`config.mk`:
```
export PLATFORM = sky130hd
export DESIGN_NAME = lru_button_encoder
export DESIGN_NICKNAME = d
export VERILOG_FILES = /design/src/rtl/lru_pkg.sv /design/src/rtl/lru_button_encoder_debounce.sv /design/src/rtl/lru_button_encoder.sv
export SDC_FILE = /design/constraint.sdc
export NUM_CORES = 1
export LEC_CHECK = 0
export CELL_PAD_IN_SITES_DETAIL_PLACEMENT = 1
export CELL_PAD_IN_SITES_GLOBAL_PLACEMENT = 2
export CORE_UTILIZATION = 34
export DETAILED_ROUTE_END_ITERATION = 6
export GPL_TIMING_DRIVEN = 0
export PLACE_DENSITY = 0.81
export SLEW_MARGIN = 20
export SYNTH_ARGS = -nofsm -noshare
export SYNTH_HDL_FRONTEND = slang
export SYNTH_SLANG_ARGS = --single-unit
```
`constraint.sdc`:
```
create_clock -name clk -period 1.4 [get_ports clk]
set_clock_uncertainty 0.1 [all_clocks]
set_input_delay 0.21 -clock clk [delete_from_list [all_inputs] [get_ports clk]]
set_output_delay 0.21 -clock clk [all_outputs]
set_load 0.02 [all_outputs]
```
`src/rtl/lru_pkg.sv`:
```
// Button ID encoding and encoder FSM states shared by the button front end and the LRU tracker.
// Helpers map between pending-bit masks and IDs; ID 0 means no button.
package lru_pkg;

    typedef logic [2:0] button_id_t;

    localparam button_id_t ID_NONE = 3'd0;
    localparam button_id_t ID_B1   = 3'd1;
    localparam button_id_t ID_B2   = 3'd2;
    localparam button_id_t ID_B3   = 3'd3;
    localparam button_id_t ID_B4   = 3'd4;

    typedef enum logic [0:0] {
        IDLE  = 1'b0,
        OFFER = 1'b1
    } enc_state_t;

    // Lowest index wins, so b1 has the highest priority.
    function automatic button_id_t lowest_pending(input logic [3:0] p);
        button_id_t id;
        id = ID_NONE;
        if (p[0])      id = ID_B1;
        else if (p[1]) id = ID_B2;
        else if (p[2]) id = ID_B3;
        else if (p[3]) id = ID_B4;
        return id;
    endfunction

    function automatic logic [3:0] id_mask(input button_id_t id);
        logic [3:0] m;
        m = 4'b0000;
        case (id)
            ID_B1:   m = 4'b0001;
            ID_B2:   m = 4'b0010;
            ID_B3:   m = 4'b0100;
            ID_B4:   m = 4'b1000;
            default: m = 4'b0000;
        endcase
        return m;
    endfunction

endpackage

```
`src/rtl/lru_button_encoder_debounce.sv`:
```
// One button: 2-flop synchronizer plus counter debounce; held changes DEBOUNCE_CYCLES+2 edges
// after a clean input change. No backpressure, the level simply follows the filtered input.
module button_debounce #(
    parameter int DEBOUNCE_CYCLES = 16
) (
    input  logic clk,
    input  logic rst,
    input  logic btn,
    output logic held
);

    localparam int CNT_W = $clog2(DEBOUNCE_CYCLES + 1);
    localparam logic [CNT_W-1:0] CNT_MAX = CNT_W'(DEBOUNCE_CYCLES);

    logic             sync1_q, sync2_q;
    logic             held_q, held_d;
    logic [CNT_W-1:0] cnt_q, cnt_d;
    logic [CNT_W-1:0] cnt_inc;

    always_comb begin
        cnt_inc = cnt_q + CNT_W'(1);
        held_d  = held_q;
        cnt_d   = cnt_inc;
        // Any sample agreeing with the current level restarts the count.
        if (sync2_q == held_q) begin
            cnt_d = '0;
        end else if (cnt_inc == CNT_MAX) begin
            cnt_d  = '0;
            held_d = ~held_q;
        end
    end

    always_ff @(posedge clk or negedge rst) begin
        if (!rst) begin
            sync1_q <= 1'b0;
            sync2_q <= 1'b0;
            cnt_q   <= '0;
            held_q  <= 1'b0;
        end else begin
            sync1_q <= btn;
            sync2_q <= sync1_q;
            cnt_q   <= cnt_d;
            held_q  <= held_d;
        end
    end

    assign held = held_q;

endmodule

```
`src/rtl/lru_button_encoder.sv`:
```
// Debounces four buttons, latches one pending press per button and offers IDs on valid/ready.
// press_valid rises DEBOUNCE_CYCLES+4 edges after a clean press; the offer is held until ready.
module lru_button_encoder
    import lru_pkg::*;
#(
    parameter int DEBOUNCE_CYCLES = 16
) (
    input  logic       clk,
    input  logic       rst,
    input  logic       b1,
    input  logic       b2,
    input  logic       b3,
    input  logic       b4,
    input  logic       press_ready,
    output logic       press_valid,
    output logic [2:0] press_id,
    output logic [3:0] held
);

    logic [3:0] btn_raw;
    logic [3:0] held_w;
    logic [3:0] held_prev_q;
    logic [3:0] pending_q, pending_d;
    logic [3:0] rise;
    logic [3:0] clr;
    enc_state_t state_q, state_d;
    logic       press_valid_q, press_valid_d;
    button_id_t press_id_q, press_id_d;

    assign btn_raw = {b4, b3, b2, b1};

    for (genvar i = 0; i < 4; i++) begin : g_db
        button_debounce #(
            .DEBOUNCE_CYCLES(DEBOUNCE_CYCLES)
        ) u_db (
            .clk  (clk),
            .rst  (rst),
            .btn  (btn_raw[i]),
            .held (held_w[i])
        );
    end

    always_comb begin
        rise          = held_w & ~held_prev_q;
        clr           = 4'b0000;
        state_d       = state_q;
        press_valid_d = press_valid_q;
        press_id_d    = press_id_q;
        case (state_q)
            IDLE: begin
                if (|pending_q) begin
                    press_id_d    = lowest_pending(pending_q);
                    press_valid_d = 1'b1;
                    state_d       = OFFER;
                end
            end
            OFFER: begin
                if (press_ready) begin
                    clr           = id_mask(press_id_q);
                    press_valid_d = 1'b0;
                    press_id_d    = ID_NONE;
                    state_d       = IDLE;
                end
            end
            default: begin
                press_valid_d = 1'b0;
                press_id_d    = ID_NONE;
                state_d       = IDLE;
            end
        endcase
        // A re-press landing on the accept edge survives, so that button is offered again.
        pending_d = (pending_q & ~clr) | rise;
    end

    always_ff @(posedge clk or negedge rst) begin
        if (!rst) begin
            held_prev_q   <= 4'b0000;
            pending_q     <= 4'b0000;
            state_q       <= IDLE;
            press_valid_q <= 1'b0;
            press_id_q    <= ID_NONE;
        end else begin
            held_prev_q   <= held_w;
            pending_q     <= pending_d;
            state_q       <= state_d;
            press_valid_q <= press_valid_d;
            press_id_q    <= press_id_d;
        end
    end

    assign press_valid = press_valid_q;
    assign press_id    = press_id_q;
    assign held        = held_w;

endmodule

```
=== After elaboration in Yosys (flattened, before gate mapping) ===
Cells that the tools add are included.

* Register bits: 45
* Bits in read-only memories: 0
* Bits in latches: 0
* Memory bits (writable): 0
* Memories kept: 0

* Bitwise gates (word level): 14
* Div/mod/pow operators: 0
* Reductions and logical operators: 6
* Add/sub/neg operators: 4
* Shift operators: 0
* Order comparisons: 0
* Equality and inequality tests: 14
* Multiply operators: 0
* Mux-type cells: 24

{| class="wikitable"
|+ Operators with widths
! kind !! number
|-
| 5-bit two-way mux || 8
|-
| 5-bit by 1-bit adder with 5-bit output (second input constant) || 4
|-
| 5-bit equality test (second input constant) || 4
|-
| 3-bit two-way mux || 6
|-
| 4-bit case mux with 4 select lines || 1
|-
| 2-bit AND reduction || 5
|-
| 1-bit NOT || 9
|-
| 4-bit bitwise AND || 2
|-
| 4-bit two-way mux || 2
|-
| 4-bit NOT || 2
|-
| 3-bit by 2-bit equality test with 1-bit output (second input constant) || 2
|-
| 3-bit case mux with 2 select lines || 1
|-
| 1-bit equality test || 4
|-
| 1-bit two-way mux || 4
|-
| 2-bit inequality test (second input constant) || 2
|-
| 4-bit OR || 1
|-
| 1-bit case mux with 2 select lines || 2
|-
| 4-bit OR reduction || 1
|-
| 3-bit by 1-bit equality test with 1-bit output (second input constant) || 1
|-
| 3-bit equality test (second input constant) || 1
|}

=== Depth between registers and ports, before layout ===
* Depth after elaboration: 7
* Depth in mapped cells: 4
* Depth with buffers taken out: 4

=== Modules after synthesis ===
From an unflattened synthesis, not the netlist that was laid out.

* Cell total of the unflattened synthesis: 159
* Area, all modules: 1846.8 µm²

{| class="wikitable"
|+ Modules (own cells, without submodules)
! module !! sequential area each (µm²) !! instances !! area an instance (µm²) !! cells an instance
|-
| button_debounce || 200.2 || 4 || 330.3 || 28
|-
| lru_button_encoder || 325.3 || 1 || 525.5 || 47
|}

=== Worst setup path before layout ===
Ideal clock, no wire load.

* Kind: reg2reg
* From: register g_db[3].u_db.cnt_q[0]
* To: register g_db[3].u_db.held_q
* Arrival time: 1.112 ns
* Slack: 0.063 ns
* Stages on the path, launching flop included: 5
* Clock period less this slack: 1.337 ns
* Cell sequence: dfrtp_1 ha_1 nand2_1 nor2_2 mux2_4

* Cells in the longest elaborated chain, start to end: 3

{| class="wikitable"
|+ RTL lines
! element !! RTL line !! source
|-
| start, declared || lru_button_encoder_debounce.sv:17 || <nowiki>logic [CNT_W-1:0] cnt_q, cnt_d;</nowiki>
|-
| start signal, assigned || lru_button_encoder_debounce.sv:42 || <nowiki>cnt_q <= cnt_d;</nowiki>
|-
| 5-bit by 1-bit adder with 5-bit output || lru_button_encoder_debounce.sv:21 || <nowiki>cnt_inc = cnt_q + CNT_W'(1);</nowiki>
|-
| 5-bit equality test || lru_button_encoder_debounce.sv:27 || <nowiki>end else if (cnt_inc == CNT_MAX) begin</nowiki>
|-
| 2-bit AND reduction (no source line) || -- ||
|-
| end signal, assigned || lru_button_encoder_debounce.sv:43 || <nowiki>held_q <= held_d;</nowiki>
|-
| end, declared || lru_button_encoder_debounce.sv:16 || <nowiki>logic held_q, held_d;</nowiki>
|}

Every way passes these cells.
A chain may end at the register's enable or synchronous reset.

=== Worst setup path after layout ===
* From: register g_db[0].u_db.cnt_q[4]
* To: register g_db[0].u_db.held_q

* Cells in the longest elaborated chain, start to end: 3

{| class="wikitable"
|+ RTL lines
! element !! RTL line
|-
| start, declared || lru_button_encoder_debounce.sv:17
|-
| start signal, assigned || lru_button_encoder_debounce.sv:42
|-
| 5-bit by 1-bit adder with 5-bit output || lru_button_encoder_debounce.sv:21
|-
| 5-bit equality test || lru_button_encoder_debounce.sv:27
|-
| 2-bit AND reduction (no source line) || --
|-
| end signal, assigned || lru_button_encoder_debounce.sv:43
|-
| end, declared || lru_button_encoder_debounce.sv:16
|}

Every way passes these cells.

==> PnR_summary.wiki <==
{| class="wikitable"
! Metric !! Value
|-
| Worst R2R Path Depth || 4
|-
| Critical Path Fanout Max || 3
|-
| CP Launch Type || flop
|-
| Relative max-transition margin || 0.691
|-
| Post-synth net total || 173
|-
| Count of endpoints failing setup in the final report || 3
|-
| Post-synthesis instance total || 162
|-
| Top-level I/O count || 15
|-
| Non-filler cells, final || 284
|-
| Total CTS buffers || 5
|-
| RSZ-0062 raised after global routing || yes
|-
| Fillcell total || 577
|-
| Tmin final || 1430 ps
|-
| Reg-to-reg startpoint || g_db[0].u_db.cnt_q[4]
|-
| CTS H-Tree Depth || 2
|-
| GP Congestion || 0.763
|-
| Maximum number of pins on one net before global-route repair || 34
|-
| Commonest non-fill, non-tap cell in the layout || dfrtp_1
|-
| Placement Setup Slack || -139 ps
|-
| Leakage power figure || 1.09 nW
|-
| Type of the setup path with the least slack || flop to flop
|-
| CP delay by family, top || flip-flops
|-
| Post-Synth Adder-Cell Area || 0.0267
|-
| Buffering stage count on the worst path with inverters included || 0
|-
| Number of global-route vias before repair || 1,556
|-
| Standard-cell rows || 26
|-
| Die height || 76.2 um
|-
| WL per Instance || 15.3 um
|-
| Cell with the largest stage delay on the worst path || dfrtp_1
|-
| Final Net Count || 224
|-
| Share of synthesized cell area in and, or, nand and nor gates || 0.166
|-
| Diodes inserted || 0
|-
| Number of antenna-violating nets in the routed design || 0
|-
| Antenna violations before repair || 0
|-
| Sum of routed wire length over all layers || 4340 um
|-
| DRC viols || 0
|-
| Fmax || 697 MHz
|-
| Critical path capture point type || flop
|-
| Ratio of routed vias to standard cells || 5.03
|-
| PwrDens || 1170 mW/mm2
|-
| Path length in cells of the critical path || 4
|-
| Leading cell types in the layout, fill and taps excluded || dfrtp_1 (36), buf_4 (32), nor2_1 (13)
|-
| Most used flip-flop cell after synthesis || dfrtp_1
|-
| Share of post-route cells with drive strength above 1 || 0.383
|-
| Synth Register Bits || 45
|-
| Final std cell area, no fill || 0.00253 mm2
|-
| Worst Max-Slew Pin Slew || 461 ps
|-
| Class of the worst hold path || input port to asynchronous set/reset pin
|-
| Endpoint of the worst setup timing path || g_db[0].u_db.held
|-
| Initial core utilization || 0.360
|-
| Setup TNS after final layout || -75.8 ps
|-
| Fin util || 0.486
|-
| Initial DRT Pass Iterations || 4
|-
| Worst stage delay on the critical path || 400 ps
|-
| Synthesis Warnings || 0
|-
| Port Buf Inserts || 14
|-
| Number of vias after detailed routing || 1,428
|-
| Final period util || 1.02
|-
| Post-DP Area || 0.00212 mm2
|-
| Clock-pin slew reported for the worst setup and hold paths after clock tree synthesis || 80 ps
|-
| Count of max-cap constraint violations || 0
|-
| Hold Vio Cnt, Final || 0
|-
| First DRT Iteration DRCs || 61
|-
| Crit. Startpoint || g_db[0].u_db.cnt_q[4]
|-
| Setup ws final || -34.1 ps
|-
| Number of enable-type register cells in the synthesized netlist || 0
|-
| Clk_lat worst skew || 290 ps
|-
| CP cell instances || and2b_1 -> nand3_2 -> a21oi_4 -> mux2_4
|-
| Clk sinks || 45
|-
| Dpl cells || 247
|-
| Worst EP required || 1480 ps
|-
| Synthesized-area fraction occupied by ao, oa, aoi and oai cells || 0.0968
|-
| Critical register-to-register path endpoint || g_db[0].u_db.held
|-
| Root Driver || clkbuf_8
|-
| Average cell area after synthesis || 11.6 um2
|-
| Violated checks || setup timing
|-
| Overall fraction of global-route tracks in use || 0.149
|-
| Dominant combinational cell family by area after synthesis || simple AND/OR/NAND/NOR gates
|-
| Synth-to-layout area growth || 35.0%
|-
| Multiplexer fraction of the synthesized cell area || 0.0260
|-
| Count of unique library cells instantiated by Yosys || 33
|-
| Overall Power || 2.95 mW
|-
| XOR/XNOR share of the synthesized area || 0.0561
|-
| Hold Worst Slack || 245 ps
|-
| Peak supply drop || 0.540 mV
|-
| Number of max-slew violations in the final report || 0
|-
| Die Wd || 76.2 um
|-
| Setup slack on the worst flop-to-flop path || -30 ps
|-
| Clock tree buffer depth || 2
|-
| Run status || finished with violations
|-
| Share of async-settable or async-resettable flops after synthesis || 1.00
|-
| Wire length of the first global-routing pass || 6930 um
|-
| HPWL after detailed placement || 2640 um
|-
| TritonCTS clock tree || built
|-
| Data arrival time of the critical path || 1510 ps
|-
| Cell area after synthesis || 0.00187 mm2
|-
| Seq/Total Area, Yosys || 0.601
|-
| Standard cell core area || 0.00520 mm2
|-
| Floorplan die area || 0.00581 mm2
|-
| Total congestion overflow after global routing || 0
|}
-- worst register-to-register path, delay by kind of cell, from the launching register on --
kind	cells	cell delay, ps
mux	1	320
compound gates	1	170
flops	1	400
simple gates	2	340
-- how the worst min path moves through the flow --
stage,start,to,slack (ps),cells after the start
after floorplan,rst,g_db[0].u_db.cnt_q[0],-190,0
after global placement,g_db[0].u_db.sync1_q,g_db[0].u_db.sync2_q,240,0
after detailed placement,rst,press_valid,20,1
after CTS,rst,g_db[2].u_db.sync1_q,240,2
after global routing,b2,g_db[1].u_db.sync1_q,260,1
final,rst,press_valid,240,2
-- metal layers --
| metal | routed length, um | GRT usage |
|---|---|---|
| met3 | 104 | 0.0323 |
| met1 | 1720 | 0.156 |
| met5 | 0 | 0 |
| met2 | 2430 | 0.284 |
| met4 | 86 | 0.0596 |
-- cells by family (layout without fill, tap and decap cells) --
kind of cell | Yosys count | in the layout
and+or+nand+nor | 59 | 59
DFF | 45 | 45
AOI/OAI and AO/OA | 28 | 28
xor gates and xnor gates | 12 | 12
buffers and inverters | 10 | 62
adders and majority gates | 4 | 4
muxes | 4 | 4
-- repair_timing --
item	in CTS	in global routing
hold endpoints to repair	12	0
cloned	0	0
buffers inserted	17	11
pin swaps	9	13
resized for setup	33	24
setup endpoints to repair	12	11
hold buffers	1	0
-- state kept, by name (all words and copies together), names as in the netlist --
name and cells:
g_db.u_db.sync2_q 4, state_q 1, press_id 3, press_valid 1, g_db.u_db.sync1_q 4, pending_q 4, held_prev_q 4, g_db.u_db.held 4
g_db.u_db.cnt_q 20
-- final cells by class --
cell class                 instances  area (um2)  area share
inverter                           6        22.5     0.00890
tap                               70        87.6      0.0346
sequential                        45        1140       0.449
timing repair buffer              44         352       0.139
clock buffer                       7        76.3      0.0302
buffer                             4        30.0      0.0119
clock inverter                     1        7.51     0.00297
multi-input combinational        107         818       0.323
-- Yosys cell counts (all sizes together) (3+ instances only) --
master / instances / area [um2]
buf: 4 / 30.0
nor3: 5 / 25.0
nor2: 14 / 55.1
nand3: 7 / 35.0
nand3b: 3 / 22.5
o21ai: 9 / 45.0
and2b: 3 / 22.5
mux2: 4 / 48.8
nand2: 14 / 52.6
xnor2: 8 / 70.1
nor2b: 6 / 45.0
dfrtp: 45 / 1130
inv: 6 / 22.5
a21oi: 10 / 61.3
ha: 4 / 50.1
xor2: 4 / 35.0
nand4: 4 / 25.0
-- power by group --
group	leakage, nW	internal, mW	switching, mW	total [mW]
Sequential	0.580	1.44	0.182	1.62
Clock	0.0385	0.354	0.421	0.775
Combinational	0.473	0.264	0.290	0.554
Note: power is estimated with default switching activity, not from simulation.
